$ cat src/rtl/romix_job_scheduler_if.sv
// ---------------------------------------------------------------------------
// romix_job_scheduler_if
//  Host-side handshake bundle of the ROMix job scheduler.
//  Job port   : job_valid / job_ready / job_id       (host -> scheduler)
//  Result port: res_valid / res_ready / res_id / res_core (scheduler -> host)
//  Modports:
//   master - host side (offers jobs, consumes results)
//   slave  - scheduler side
// ---------------------------------------------------------------------------
interface romix_job_scheduler_if #(
   parameter int ID_W   = 8,
   parameter int CORE_W = 2
);
   logic              job_valid;
   logic              job_ready;
   logic [ID_W-1:0]   job_id;
   logic              res_valid;
   logic              res_ready;
   logic [ID_W-1:0]   res_id;
   logic [CORE_W-1:0] res_core;

   modport master (
      output job_valid, job_id, res_ready,
      input  job_ready, res_valid, res_id, res_core
   );

   modport slave (
      input  job_valid, job_id, res_ready,
      output job_ready, res_valid, res_id, res_core
   );
endinterface

$ cat src/rtl/romix_job_scheduler.sv
// ---------------------------------------------------------------------------
// romix_job_scheduler
//  Dispatches scrypt ROMix jobs to NUM_CORES init/valid controlled cores and
//  collects their completions onto one valid/ready result port.
//  Each core walks C_IDLE -> C_RUN -> C_HOLD -> C_RELEASE -> C_IDLE.
//  Jobs go to the first idle core at or after disp_ptr; results are taken
//  from the first holding core at or after res_ptr (both round-robin).
//
//  Ports:
//   clk          system clock, rising edge
//   reset        synchronous, active-high
//   bus          romix_job_scheduler_if.slave (job and result handshakes)
//   core_init    per-core init, registered
//   core_valid   per-core done, held high while init is high
//   busy         any core not in C_IDLE
//   timeout_err  sticky per-core watchdog flags
//
//  Optional feature: define ROMIX_SCHED_TIMEOUT_EN to enable a per-core
//  watchdog of TIMEOUT_CYCLES run cycles. Without it timeout_err is 0 and a
//  core may run indefinitely.
// ---------------------------------------------------------------------------
module romix_job_scheduler #(
   parameter int NUM_CORES      = 4,
   parameter int ID_W           = 8,
   parameter int CORE_W         = 2,
   parameter int TIMEOUT_CYCLES = 1048576
) (
   input  logic                   clk,
   input  logic                   reset,
   romix_job_scheduler_if.slave   bus,
   output logic [NUM_CORES-1:0]   core_init,
   input  logic [NUM_CORES-1:0]   core_valid,
   output logic                   busy,
   output logic [NUM_CORES-1:0]   timeout_err
);

   if (NUM_CORES < 1 || NUM_CORES > 16 || (1 << CORE_W) < NUM_CORES || TIMEOUT_CYCLES < 1) begin : g_param_check
      $error("romix_job_scheduler: illegal parameter combination");
   end

   typedef enum logic [1:0] {C_IDLE, C_RUN, C_HOLD, C_RELEASE} core_state_t;

   core_state_t       state_q [NUM_CORES];
   core_state_t       state_d [NUM_CORES];
   logic [ID_W-1:0]   tag_q   [NUM_CORES];
   logic [ID_W-1:0]   tag_d   [NUM_CORES];
   logic              init_q  [NUM_CORES];
   logic              init_d  [NUM_CORES];

   logic [NUM_CORES-1:0] idle_vec;
   logic [NUM_CORES-1:0] hold_vec;

   logic [CORE_W-1:0] disp_ptr_q, disp_ptr_d;
   logic [CORE_W-1:0] res_ptr_q, res_ptr_d;
   logic              lock_q, lock_d;
   logic [CORE_W-1:0] lock_idx_q, lock_idx_d;

   logic [CORE_W:0]   disp_pick;
   logic [CORE_W:0]   res_pick;
   logic [CORE_W-1:0] disp_gnt;
   logic [CORE_W-1:0] res_gnt;
   logic              accept;
   logic              xfer;

   // Round-robin search: returns {found, index} of the first set request at
   // or after ptr. Iterating from the far end lets the nearest hit win.
   function automatic logic [CORE_W:0] rr_pick(input logic [NUM_CORES-1:0] req,
                                               input logic [CORE_W-1:0]   ptr);
      logic [CORE_W:0] r;
      int              idx;
      r = '0;
      for (int off = NUM_CORES - 1; off >= 0; off--) begin
         idx = int'(ptr) + off;
         if (idx >= NUM_CORES) idx = idx - NUM_CORES;
         if (req[idx]) r = {1'b1, CORE_W'(idx)};
      end
      return r;
   endfunction

   function automatic logic [CORE_W-1:0] wrap_inc(input logic [CORE_W-1:0] p);
      return (int'(p) == NUM_CORES - 1) ? '0 : p + 1'b1;
   endfunction

   // ---------------- dispatch / result arbitration ----------------
   assign disp_pick     = rr_pick(idle_vec, disp_ptr_q);
   assign res_pick      = rr_pick(hold_vec, res_ptr_q);
   assign disp_gnt      = disp_pick[CORE_W-1:0];
   assign bus.job_ready = disp_pick[CORE_W];
   assign bus.res_valid = res_pick[CORE_W];
   // A stalled result keeps its core even if an earlier-ranked core joins C_HOLD.
   assign res_gnt       = lock_q ? lock_idx_q : res_pick[CORE_W-1:0];
   assign bus.res_core  = bus.res_valid ? res_gnt : '0;
   assign bus.res_id    = bus.res_valid ? tag_q[res_gnt] : '0;
   assign accept        = bus.job_valid && bus.job_ready;
   assign xfer          = bus.res_valid && bus.res_ready;
   assign busy          = ~&idle_vec;

   always_comb begin
      disp_ptr_d = disp_ptr_q;
      res_ptr_d  = res_ptr_q;
      lock_d     = bus.res_valid && !bus.res_ready;
      lock_idx_d = res_gnt;
      if (accept) disp_ptr_d = wrap_inc(disp_gnt);
      if (xfer)   res_ptr_d  = wrap_inc(res_gnt);
   end

   always_ff @(posedge clk) begin
      if (reset) begin
         disp_ptr_q <= '0;
         res_ptr_q  <= '0;
         lock_q     <= 1'b0;
         lock_idx_q <= '0;
      end else begin
         disp_ptr_q <= disp_ptr_d;
         res_ptr_q  <= res_ptr_d;
         lock_q     <= lock_d;
         lock_idx_q <= lock_idx_d;
      end
   end

   // ---------------- per-core state machines ----------------
   for (genvar gi = 0; gi < NUM_CORES; gi++) begin : g_core
      logic to_fire;

`ifdef ROMIX_SCHED_TIMEOUT_EN
      localparam int TO_W = $clog2(TIMEOUT_CYCLES + 1);
      logic [TO_W-1:0] cnt_q, cnt_d;
      logic            err_q, err_d;

      // Counter is zeroed on dispatch and advances once per C_RUN cycle.
      assign to_fire = (state_q[gi] == C_RUN) && !core_valid[gi] &&
                       (cnt_q == TO_W'(TIMEOUT_CYCLES - 1));

      always_comb begin
         cnt_d = cnt_q;
         err_d = err_q | to_fire;
         if (state_q[gi] == C_IDLE) cnt_d = '0;
         else if (state_q[gi] == C_RUN && !to_fire) cnt_d = cnt_q + 1'b1;
      end

      always_ff @(posedge clk) begin
         if (reset) begin
            cnt_q <= '0;
            err_q <= 1'b0;
         end else begin
            cnt_q <= cnt_d;
            err_q <= err_d;
         end
      end

      assign timeout_err[gi] = err_q;
`else
      assign to_fire         = 1'b0;
      assign timeout_err[gi] = 1'b0;
`endif

      assign idle_vec[gi]  = (state_q[gi] == C_IDLE);
      assign hold_vec[gi]  = (state_q[gi] == C_HOLD);
      assign core_init[gi] = init_q[gi];

      always_comb begin
         state_d[gi] = state_q[gi];
         tag_d[gi]   = tag_q[gi];
         init_d[gi]  = init_q[gi];
         case (state_q[gi])
            C_IDLE: begin
               if (accept && disp_gnt == CORE_W'(gi)) begin
                  state_d[gi] = C_RUN;
                  tag_d[gi]   = bus.job_id;
                  init_d[gi]  = 1'b1;
               end
            end
            C_RUN: begin
               if (core_valid[gi]) begin
                  state_d[gi] = C_HOLD;
               end else if (to_fire) begin
                  state_d[gi] = C_RELEASE;
                  init_d[gi]  = 1'b0;
               end
            end
            C_HOLD: begin
               if (xfer && res_gnt == CORE_W'(gi)) begin
                  state_d[gi] = C_RELEASE;
                  init_d[gi]  = 1'b0;
               end
            end
            C_RELEASE: begin
               // Wait for the core to acknowledge init low before reuse.
               if (!core_valid[gi]) state_d[gi] = C_IDLE;
            end
            default: state_d[gi] = C_IDLE;
         endcase
      end

      always_ff @(posedge clk) begin
         if (reset) begin
            state_q[gi] <= C_IDLE;
            tag_q[gi]   <= '0;
            init_q[gi]  <= 1'b0;
         end else begin
            state_q[gi] <= state_d[gi];
            tag_q[gi]   <= tag_d[gi];
            init_q[gi]  <= init_d[gi];
         end
      end
   end

endmodule

$ cat src/flat_wrapper.sv
// flat-port wrapper written by rule: the top's interface ports become plain ports
module romix_job_scheduler_flat 
#(
   parameter int NUM_CORES      = 4,
   parameter int ID_W           = 8,
   parameter int CORE_W         = 2,
   parameter int TIMEOUT_CYCLES = 1048576
)
  (clk, reset, core_init, core_valid, busy, timeout_err, bus_job_valid, bus_job_id, bus_res_ready, bus_job_ready, bus_res_valid, bus_res_id, bus_res_core);
  romix_job_scheduler_if #(.ID_W(ID_W), .CORE_W(CORE_W)) bus_i ();
  input  logic clk;
  input  logic reset;
  output logic [NUM_CORES-1:0] core_init;
  input  logic [NUM_CORES-1:0] core_valid;
  output logic busy;
  output logic [NUM_CORES-1:0] timeout_err;
  input wire logic [$bits(bus_i.job_valid)-1:0] bus_job_valid;
  input wire logic [$bits(bus_i.job_id)-1:0] bus_job_id;
  input wire logic [$bits(bus_i.res_ready)-1:0] bus_res_ready;
  output wire logic [$bits(bus_i.job_ready)-1:0] bus_job_ready;
  output wire logic [$bits(bus_i.res_valid)-1:0] bus_res_valid;
  output wire logic [$bits(bus_i.res_id)-1:0] bus_res_id;
  output wire logic [$bits(bus_i.res_core)-1:0] bus_res_core;
  assign bus_i.job_valid = bus_job_valid;
  assign bus_i.job_id = bus_job_id;
  assign bus_i.res_ready = bus_res_ready;
  assign bus_job_ready = bus_i.job_ready;
  assign bus_res_valid = bus_i.res_valid;
  assign bus_res_id = bus_i.res_id;
  assign bus_res_core = bus_i.res_core;
  romix_job_scheduler #(.NUM_CORES(NUM_CORES), .ID_W(ID_W), .CORE_W(CORE_W), .TIMEOUT_CYCLES(TIMEOUT_CYCLES)) u_core (.clk(clk), .reset(reset), .bus(bus_i), .core_init(core_init), .core_valid(core_valid), .busy(busy), .timeout_err(timeout_err));
endmodule
$ cat config.mk
export PLATFORM = sky130hd
export DESIGN_NAME = romix_job_scheduler_flat
export DESIGN_NICKNAME = d
export VERILOG_FILES = /design/src/rtl/romix_job_scheduler_if.sv /design/src/rtl/romix_job_scheduler.sv /design/src/flat_wrapper.sv
export SDC_FILE = /design/constraint.sdc
export NUM_CORES = 1
export LEC_CHECK = 0
export BUFFER_PORTS_ARGS = -buffer_cell sky130_fd_sc_hd__buf_2
export CAP_MARGIN = 25
export CORE_MARGIN = 2
export CORE_UTILIZATION = 30
export CTS_CLUSTER_SIZE = 14
export DETAILED_ROUTE_END_ITERATION = 7
export PLACE_DENSITY = 0.49
export SETUP_SLACK_MARGIN = 0.05
export SYNTH_ARGS = -nofsm -noshare
export SYNTH_HDL_FRONTEND = slang
export SYNTH_SLANG_ARGS = --single-unit
$ cat constraint.sdc
create_clock -name clk -period 3.85 [get_ports clk]
set_input_delay 0 -clock clk [delete_from_list [all_inputs] [get_ports clk]]
set_output_delay 0 -clock clk [all_outputs]
set_load 0.005 [all_outputs]
Yosys cells after proc, flatten, opt, wreduce, memory -nomap -nowiden
Memories as Yosys holds them, arrays and structs flattened.
Index checks and enable logic that the tools add are counted.
{"block": "classes", "n_shift": 0, "n_eq_ne": 28, "n_div": 0, "order_cmp": 16, "n_mul": 0, "mux": 100, "add_sub_neg": 16, "n_bitwise": 12, "n_reduce_logical": 24}
{"cell": "$lt 32x4->1 const B", "count": 8}
{"cell": "$mux 32", "count": 8}
{"cell": "$ge 32x4->1 const B", "count": 6}
{"cell": "$sub 32x4->32 const B", "count": 6}
{"cell": "$mux 8", "count": 13}
{"cell": "$mux 2", "count": 24}
{"cell": "$pmux 2 s4", "count": 4}
{"cell": "$mux 1", "count": 31}
{"cell": "$eq 2x2->1 const B", "count": 12}
{"cell": "$mux 3", "count": 8}
{"cell": "$bmux 1 s2", "count": 8}
{"cell": "$eq 2x1->1 const B", "count": 8}
{"cell": "$add 2x2->3 const B", "count": 4}
{"cell": "$logic_not 2->1", "count": 6}
{"cell": "$or 1x1->1", "count": 12}
{"cell": "$reduce_and 3->1", "count": 4}
{"cell": "$logic_and 1x1->1", "count": 11}
{"cell": "$ne 2x2->1 const B", "count": 4}
{"cell": "$pmux 1 s2", "count": 4}
{"cell": "$sub 2x3->4 const B", "count": 2}
{"cell": "$add 2x1->3 const B", "count": 2}
{"cell": "$ge 2x3->1 const B", "count": 2}
{"cell": "$add 2x1->2 const B", "count": 2}
{"cell": "$ne 1x1->1 const B", "count": 4}
{"cell": "2 further kinds", "count": 3}
{"block": "word_totals", "inputBits": 16, "elab_cells": 203, "out_inout_bits": 21, "latch_bits": 0, "mem_bits_rw": 44, "regBits": 7, "n_memories": 3, "mem_bits_ro": 0}
{"name": "u_core.tag_q", "depth": 4, "width": 8, "read_ports": 1, "rd_ports_with_merged_regs": 0, "wr": 4, "line_no": "romix_job_scheduler.sv:45", "rtl": "logic [ID_W-1:0] tag_q [NUM_CORES];"}
{"name": "u_core.state_q", "depth": 4, "width": 2, "read_ports": 4, "rd_ports_with_merged_regs": 0, "wr": 4, "line_no": "romix_job_scheduler.sv:43", "rtl": "core_state_t state_q [NUM_CORES];"}
{"name": "u_core.init_q", "depth": 4, "width": 1, "read_ports": 4, "rd_ports_with_merged_regs": 0, "wr": 4, "line_no": "romix_job_scheduler.sv:47", "rtl": "logic init_q [NUM_CORES];"}

Logic depth before layout (Yosys ltp)
Gate-level depths: netlist of run 1.
{"block": "depth", "word_depth": 16, "ltp_mapped": 15, "depth_no_buf": 13}

Worst setup path after synthesis of run 1
Ideal clock, no wire load.
{"block": "synth_path", "path_type": "register to register", "startpoint": "mem u_core.state_q[2][0] (netlist name)", "endpoint": "mem u_core.state_q[3][1] (netlist name)", "synth_period_minus_slack_ns": 2.968, "path_stages_with_launch": 16, "required_ns": 3.722, "path_slack_ns": 0.882, "setup_ns": 0.128, "arrival_ns": 2.841, "cell_sequence": "dfxtp_1 > inv_1 > ha_1 > buf_6 > nand2b_1 > mux4_2 > a21o_1 > and2_1 > buf_6 > buf_6 > inv_2 > ha_1 > nand2_1 > a211oi_1 > mux2i_1 > nor2_1"}
{"item": "from (decl)", "line_no": "romix_job_scheduler.sv:43"}

==> impl_metrics.ini, run 1 <==
[critical_path]
cp_max_fo = 6
critPathSlowestCell = or4b_2
startpoint_type = flip-flop
critPathArrivalTime_ns = 3.32
end_kind = flip-flop
critical-path-max-stage-delay_ns = 0.66
critical_path.top_delay_family = simple AND/OR/NAND/NOR gates
crit_required_ns = 4.07
path_cells = inv_1 -> ha_1 -> or4b_2 -> a21oi_1 -> o32a_1 -> inv_1 -> ha_1 -> nor4_1 -> a211oi_1 -> o41ai_1 -> a21oi_1 -> o211a_1
critPathBufInv = 2
worstSetupPathType = flip-flop to flip-flop

[status]
outcome = complete, no violations

[synth]
synth-seq-cells = 51
syn_area_sq_mm = 0.00325
synth_ff_type = edfxtp_1
ys_seq_area_share_pct = 41.3
yosysWarningCount = 0
synth.avg_cell_area_sq_um = 10.2
async_reset_ff_share_pct = 0
synth_cell_types = 54
synth_cells = 320
synth-edff-count = 32

[sta]
setup_ws_ns = 0.757
fin_setup_tns_ns = 0
slew_viol_final = 0
timing.final.crit_share_pct = 80.3
setup_viol = 0
grt_setup_unrepaired = false
finClkSkew_ns = 0.0120
hold_viol = 0
worstMarginPinSlew_ns = 0.639
maxSlewHeadroom_pct = 57.4
period_needed_ns = 3.09
max_freq_ghz = 0.323

[finish]
nets = 393
final.fill_count = 1069
syn_to_final_growth_pct = 11.3
num_antenna_cells = 0
layout-drive-gt1-share_pct = 14.9
instances_no_fill = 485

[die]
fp.dieArea_sq_mm = 0.0117
row_count = 37
io_pins = 37
core-area_sq_mm = 0.0104
die_y_um = 108
die_w_um = 108
start_util_pct = 31.2

[placed_design]
dp_hpwl_mm = 5.23
post-place-ws_ns = 0.793
port_buffers = 32
place_congestion = 0.868
dp_cells = 471

[clock_network]
cts_setup_buffers = 0
cts.sinks = 51
htreeDepth = 2
clk_pin_slew_ns = 0.11
insertion_delay_ns = 0.31
cts_buffers = 5
holdBufCountCts = 6
cts_max_path_buffers = 2
tritoncts = yes
cts_resized = 0
cts_root_buffer = clkbuf_8

[detailed_routing]
ant_nets = 0
wl_mm = 7.43
drt-initial-drc-count = 130
wl_per_cell_um = 15.3
route.vias.total = 2387
via_per_inst = 4.92
dr.pass1.iters = 4
drc_errors = 0

[pwr]
total_power_mw = 2.27
irDropWorstVdd_mv = 0.293
power_density_mw_per_mm2 = 627
power_leakage_nw = 1.58

[global_route]
first_global_vias = 2251
grt_pass1_wl_mm = 11.9
gr-total-overflow = 0
track_usage_pct = 13.2
grt_antenna_before_repair = 0
grt_max_degree = 22

[run]
drv_cap = 0

[hold_path]
hold_path.class = input port to flip-flop
==> logic make-up (layout without fill, tap and decap cells) <==
logic type	after synthesis	count (layout)	share of synthesized area (%)
AOI/OAI and AO/OA	50	50	11.2
adders and majority gates	29	29	11.2
buffers and inverters	39	65	6.51
DFF	51	51	41.3
muxes	30	30	9.70
other	1	4	0.115
and+or+nand+nor	120	120	20.1
==> report_power, final <==
part | internal (mW) | switching [mW]
clock | 0.135 | 0.207
sequential | 0.752 | 0.0921
combinational | 0.446 | 0.633
total | 1.33 | 0.932
==> flip-flops by register name, summed over array words and instances, names as in the netlist <==
name and cells:
u_core.tag_q 32, u_core.state_q 8, u_core.init_q 4, u_core.disp_ptr_q 2, u_core.lock_idx_q 2, u_core.res_ptr_q 2
u_core.lock_q 1
==> through the flow <==
step | hold slack, ns | instance area [sq um] | utilization, %
2_1_floorplan | 0.0758 | 3260 | -
3_3_place_gp | 0.220 | 3460 | 33.2
3_5_place_dp | 0.218 | 3460 | 33.2
4_1_cts | 0.00648 | 3620 | 34.7
5_1_grt | 0.0120 | 3620 | 34.7
6_report | 0.00464 | 3620 | 34.7
==> synth_stat cells (all sizes together) (2+ instances only) <==
cell type,n,area share (%)
nor4,6,1.2
buf,15,3.7
o22ai,10,1.9
nor2,19,2.2
nand4,6,1.2
a211oi,4,1.1
nand3,6,0.92
mux2i,27,8.3
a2111o,2,0.69
a22oi,2,0.62
nor2b,5,0.96
nor3b,2,0.46
and3,5,0.96
inv,17,2.0
o21ai,7,1.2
nand2b,7,1.3
o41ai,2,0.54
and2,35,6.7
dfxtp,19,12
edfxtp,32,30
ha,29,11
clkbuf,7,0.85
nand2,22,2.5
mux2,2,0.69
o211a,3,0.92
a21oi,10,1.5
==> worst register-to-register path, stage by stage (launching register included) <==
cell and delay (ns):
dfxtp_1 0.43, inv_1 0.11, ha_1 0.27, or4b_2 0.66
a21oi_1 0.16, o32a_1 0.21, inv_1 0.08, ha_1 0.25
nor4_1 0.30, a211oi_1 0.07, o41ai_1 0.11, a21oi_1 0.13
o211a_1 0.23
==> path summary, 6_finish.rpt <==
check / end / slack (ns) / depth (start not counted) / start
worst max register to register: u_core.state_q[0][0] / 0.76 / 12 / u_core.state_q[1][1]
worst max-delay path: u_core.state_q[0][0] / 0.76 / 12 / u_core.state_q[1][1]
worst min-delay path: u_core.tag_q[3][2] / 0.005 / 2 / bus_job_id[2]
worst min register to register: u_core.init_q[0] / 0.49 / 2 / u_core.init_q[0]
==> per-layer routing <==
| metal | part of all wire (%) | vias up | global-route usage (%) |
|---|---|---|---|
| li1 | - | 1189 | - |
| met1 | 48 | 1140 | 17.7 |
| met2 | 48 | 56 | 21.9 |
| met5 | 0 | - | 0 |
| met4 | 0.50 | 0 | 3.48 |
| met3 | 4.3 | 2 | 2.59 |
==> placed cells by master (no fill, tap or decap), types with 10 or more instances in the layout <==
cell type   n
buf_2      32
inv_1      15
and2_1     35
nand2_1    22
nor2_1     19
a21oi_1    10
ha_1       29
mux2i_1    27
dfxtp_1    19
edfxtp_1   32
o22ai_1    10
==> cell type report <==
| class | count | area, sq um | share of cell area [%] |
|---|---|---|---|
| inverters | 17 | 63.8 | 1.76 |
| repair buffers | 40 | 235 | 6.51 |
| clock buffers | 5 | 68.8 | 1.90 |
| flip-flops and latches | 51 | 1340 | 37.1 |
| clock inverters | 3 | 28.8 | 0.796 |
| well taps | 136 | 170 | 4.71 |
| multi-input cells | 233 | 1710 | 47.2 |
Note: power is estimated with default switching activity, not from simulation.
==> run 2, diff against run 1 <==
==> constraint.sdc (replaced) <==
create_clock -name clk -period 2.94 [get_ports clk]
set_input_delay 0 -clock clk [delete_from_list [all_inputs] [get_ports clk]]
set_output_delay 0 -clock clk [all_outputs]
set_load 0.005 [all_outputs]
==> impl_metrics.ini, run 2 (synthesis gave the netlist of run 1 again) <==
[critical_path]
critPathArrivalTime_ns = 3.00
crit_required_ns = 3.15
startpoint_type = flip-flop
startpoint = u_core.state_q[1][1]
worst_r2r_path_depth = 12
end_kind = flip-flop
cp_max_fo = 6
r2r_slack_ns = 0.16
endpoint = u_core.state_q[0][0]
r2r_end = u_core.state_q[0][0]
rr_startpoint = u_core.state_q[1][1]
worstSetupPathType = flip-flop to flip-flop

[sta]
worstMarginPinSlew_ns = 0.647
timing.final.crit_share_pct = 94.7
whs_ns = 0.00410
hold_viol = 0
setup_viol = 0
finClkSkew_ns = 0.00787
period_needed_ns = 2.78
fin_setup_tns_ns = 0
maxSlewHeadroom_pct = 56.9
grt_setup_unrepaired = true
max_freq_ghz = 0.359
setup_ws_ns = 0.156
slew_viol_final = 0

[clock_network]
clk_pin_slew_ns = 0.11
tritoncts = yes
htreeDepth = 2
cts_max_path_buffers = 2
cts_root_buffer = clkbuf_8
insertion_delay_ns = 0.31
cts_buffers = 5
cts.sinks = 51

[pwr]
pwr-share-comb_pct = 53.1
irDropWorstVdd_mv = 0.392
pwr-share-clk_pct = 13.7
total_power_mw = 3.32
power_leakage_nw = 1.71
pwr-share-seq_pct = 33.2
switching_share_pct = 40.5
intPower_mw = 1.98
power_density_mw_per_mm2 = 845
p_switching_mw = 1.34

[detailed_routing]
wl_mm = 7.82
ant_nets = 0
drc_errors = 0
wl_met3_um = 253
via_per_inst = 4.82
wl_per_cell_um = 15.6
wl_met2_mm = 3.62
route.vias.total = 2420
drt-initial-drc-count = 113
dr.max_layer_used = met4
dr.pass1.iters = 4
wl_met1_mm = 3.86

[die]
start_util_pct = 31.2
core-area_sq_mm = 0.0104
io_pins = 37
die_w_um = 108
fp.dieArea_sq_mm = 0.0117
die_y_um = 108
row_count = 37

[finish]
top_register = u_core.tag_q
largest_reg_flops = 32
most-common-layout-cells = 34 x and2_1, 32 x buf_2, 32 x edfxtp_1
layout-drive-gt1-share_pct = 29.0
final_util_pct = 37.8
reg_top3 = u_core.tag_q (32), u_core.state_q (8), u_core.init_q (4)
syn_to_final_growth_pct = 21.1
final_common_cell = and2_1
regArea_sq_mm = 0.00135
multiInputGateArea_sq_mm = 0.00184
final.fill_count = 1045
num_antenna_cells = 0
nets = 410

[global_route]
track_usage_pct = 13.8
first_global_vias = 2367
gr-total-overflow = 0
grt_max_degree = 22
grt_antenna_before_repair = 0
grt_pass1_wl_mm = 12.4

[placed_design]
port_buffers = 32
place_congestion = 0.854
dp_hpwl_mm = 5.52
post-place-ws_ns = 0.0288

[hold_path]
hold_path.class = input port to flip-flop

[run]
drv_cap = 0

[status]
outcome = complete, no violations
## run 2: cell type report
| type | instances | area share, % |
|---|---|---|
| multi-input combinational | 233 | 46.8 |
| sequential | 51 | 34.3 |
| timing repair buffer | 57 | 10.5 |
| tap | 136 | 4.33 |
| clock buffer | 5 | 1.75 |
| inverter | 17 | 1.62 |
| clock inverter | 3 | 0.732 |
## run 2: per-stage QoR
step,instances,area [sq um]
finish,502,3930
global placement,487,3610
detailed placement,487,3610
global route,502,3930
CTS,499,3760
floorplan,323,3270
## run 2: worst min-delay path by stage
stage,from,endpoint,cells past startpoint
floorplan,bus_res_ready,u_core.lock_q,1
CTS,bus_job_id[6],u_core.tag_q[0][6],2
global placement,bus_res_ready,u_core.lock_q,2
finish,bus_job_id[0],u_core.tag_q[3][0],2
detailed placement,bus_res_ready,u_core.lock_q,2
global route,bus_job_id[0],u_core.tag_q[0][0],2
## run 2: metal layers
metal | vias to the layer above | GRT usage [%]
met1 | 1145 | 18.9
met2 | 47 | 21.9
met5 | - | 0
met3 | 8 | 3.13
met4 | 0 | 3.66
li1 | 1220 | -
## run 2: worst max-delay path, stage by stage (launching register included)
cell and delay [ns]:
dfxtp_2 0.36, inv_1 0.08, ha_2 0.22, or4b_2 0.63, a21oi_1 0.16, o32a_1 0.19
inv_1 0.07, ha_1 0.22, nor4_2 0.27, a211oi_1 0.08, o41ai_2 0.08, a21oi_2 0.08
o211a_1 0.22
## run 2: power by group through the flow
stage	Combinational, mW	Clock (mW)	Sequential, mW
final	1.76	0.456	1.10
after global routing	1.96	0.494	1.13
after CTS	1.58	0.467	1.09
after detailed placement	1.55	0	1.11
after global placement	1.56	0	1.11
after floorplan	1.12	0	1.06
## run 2: repair_timing
| item | in CTS | in global routing |
|---|---|---|
| cloned | 0 | 1 |
| hold buffers | 4 | 0 |
| setup endpoints to repair | 9 | 72 |
| endpoints found under the hold margin | 11 | 0 |
| setup buffers | 0 | 2 |
| pin swaps | 0 | 2 |
| gates resized for setup | 5 | 37 |
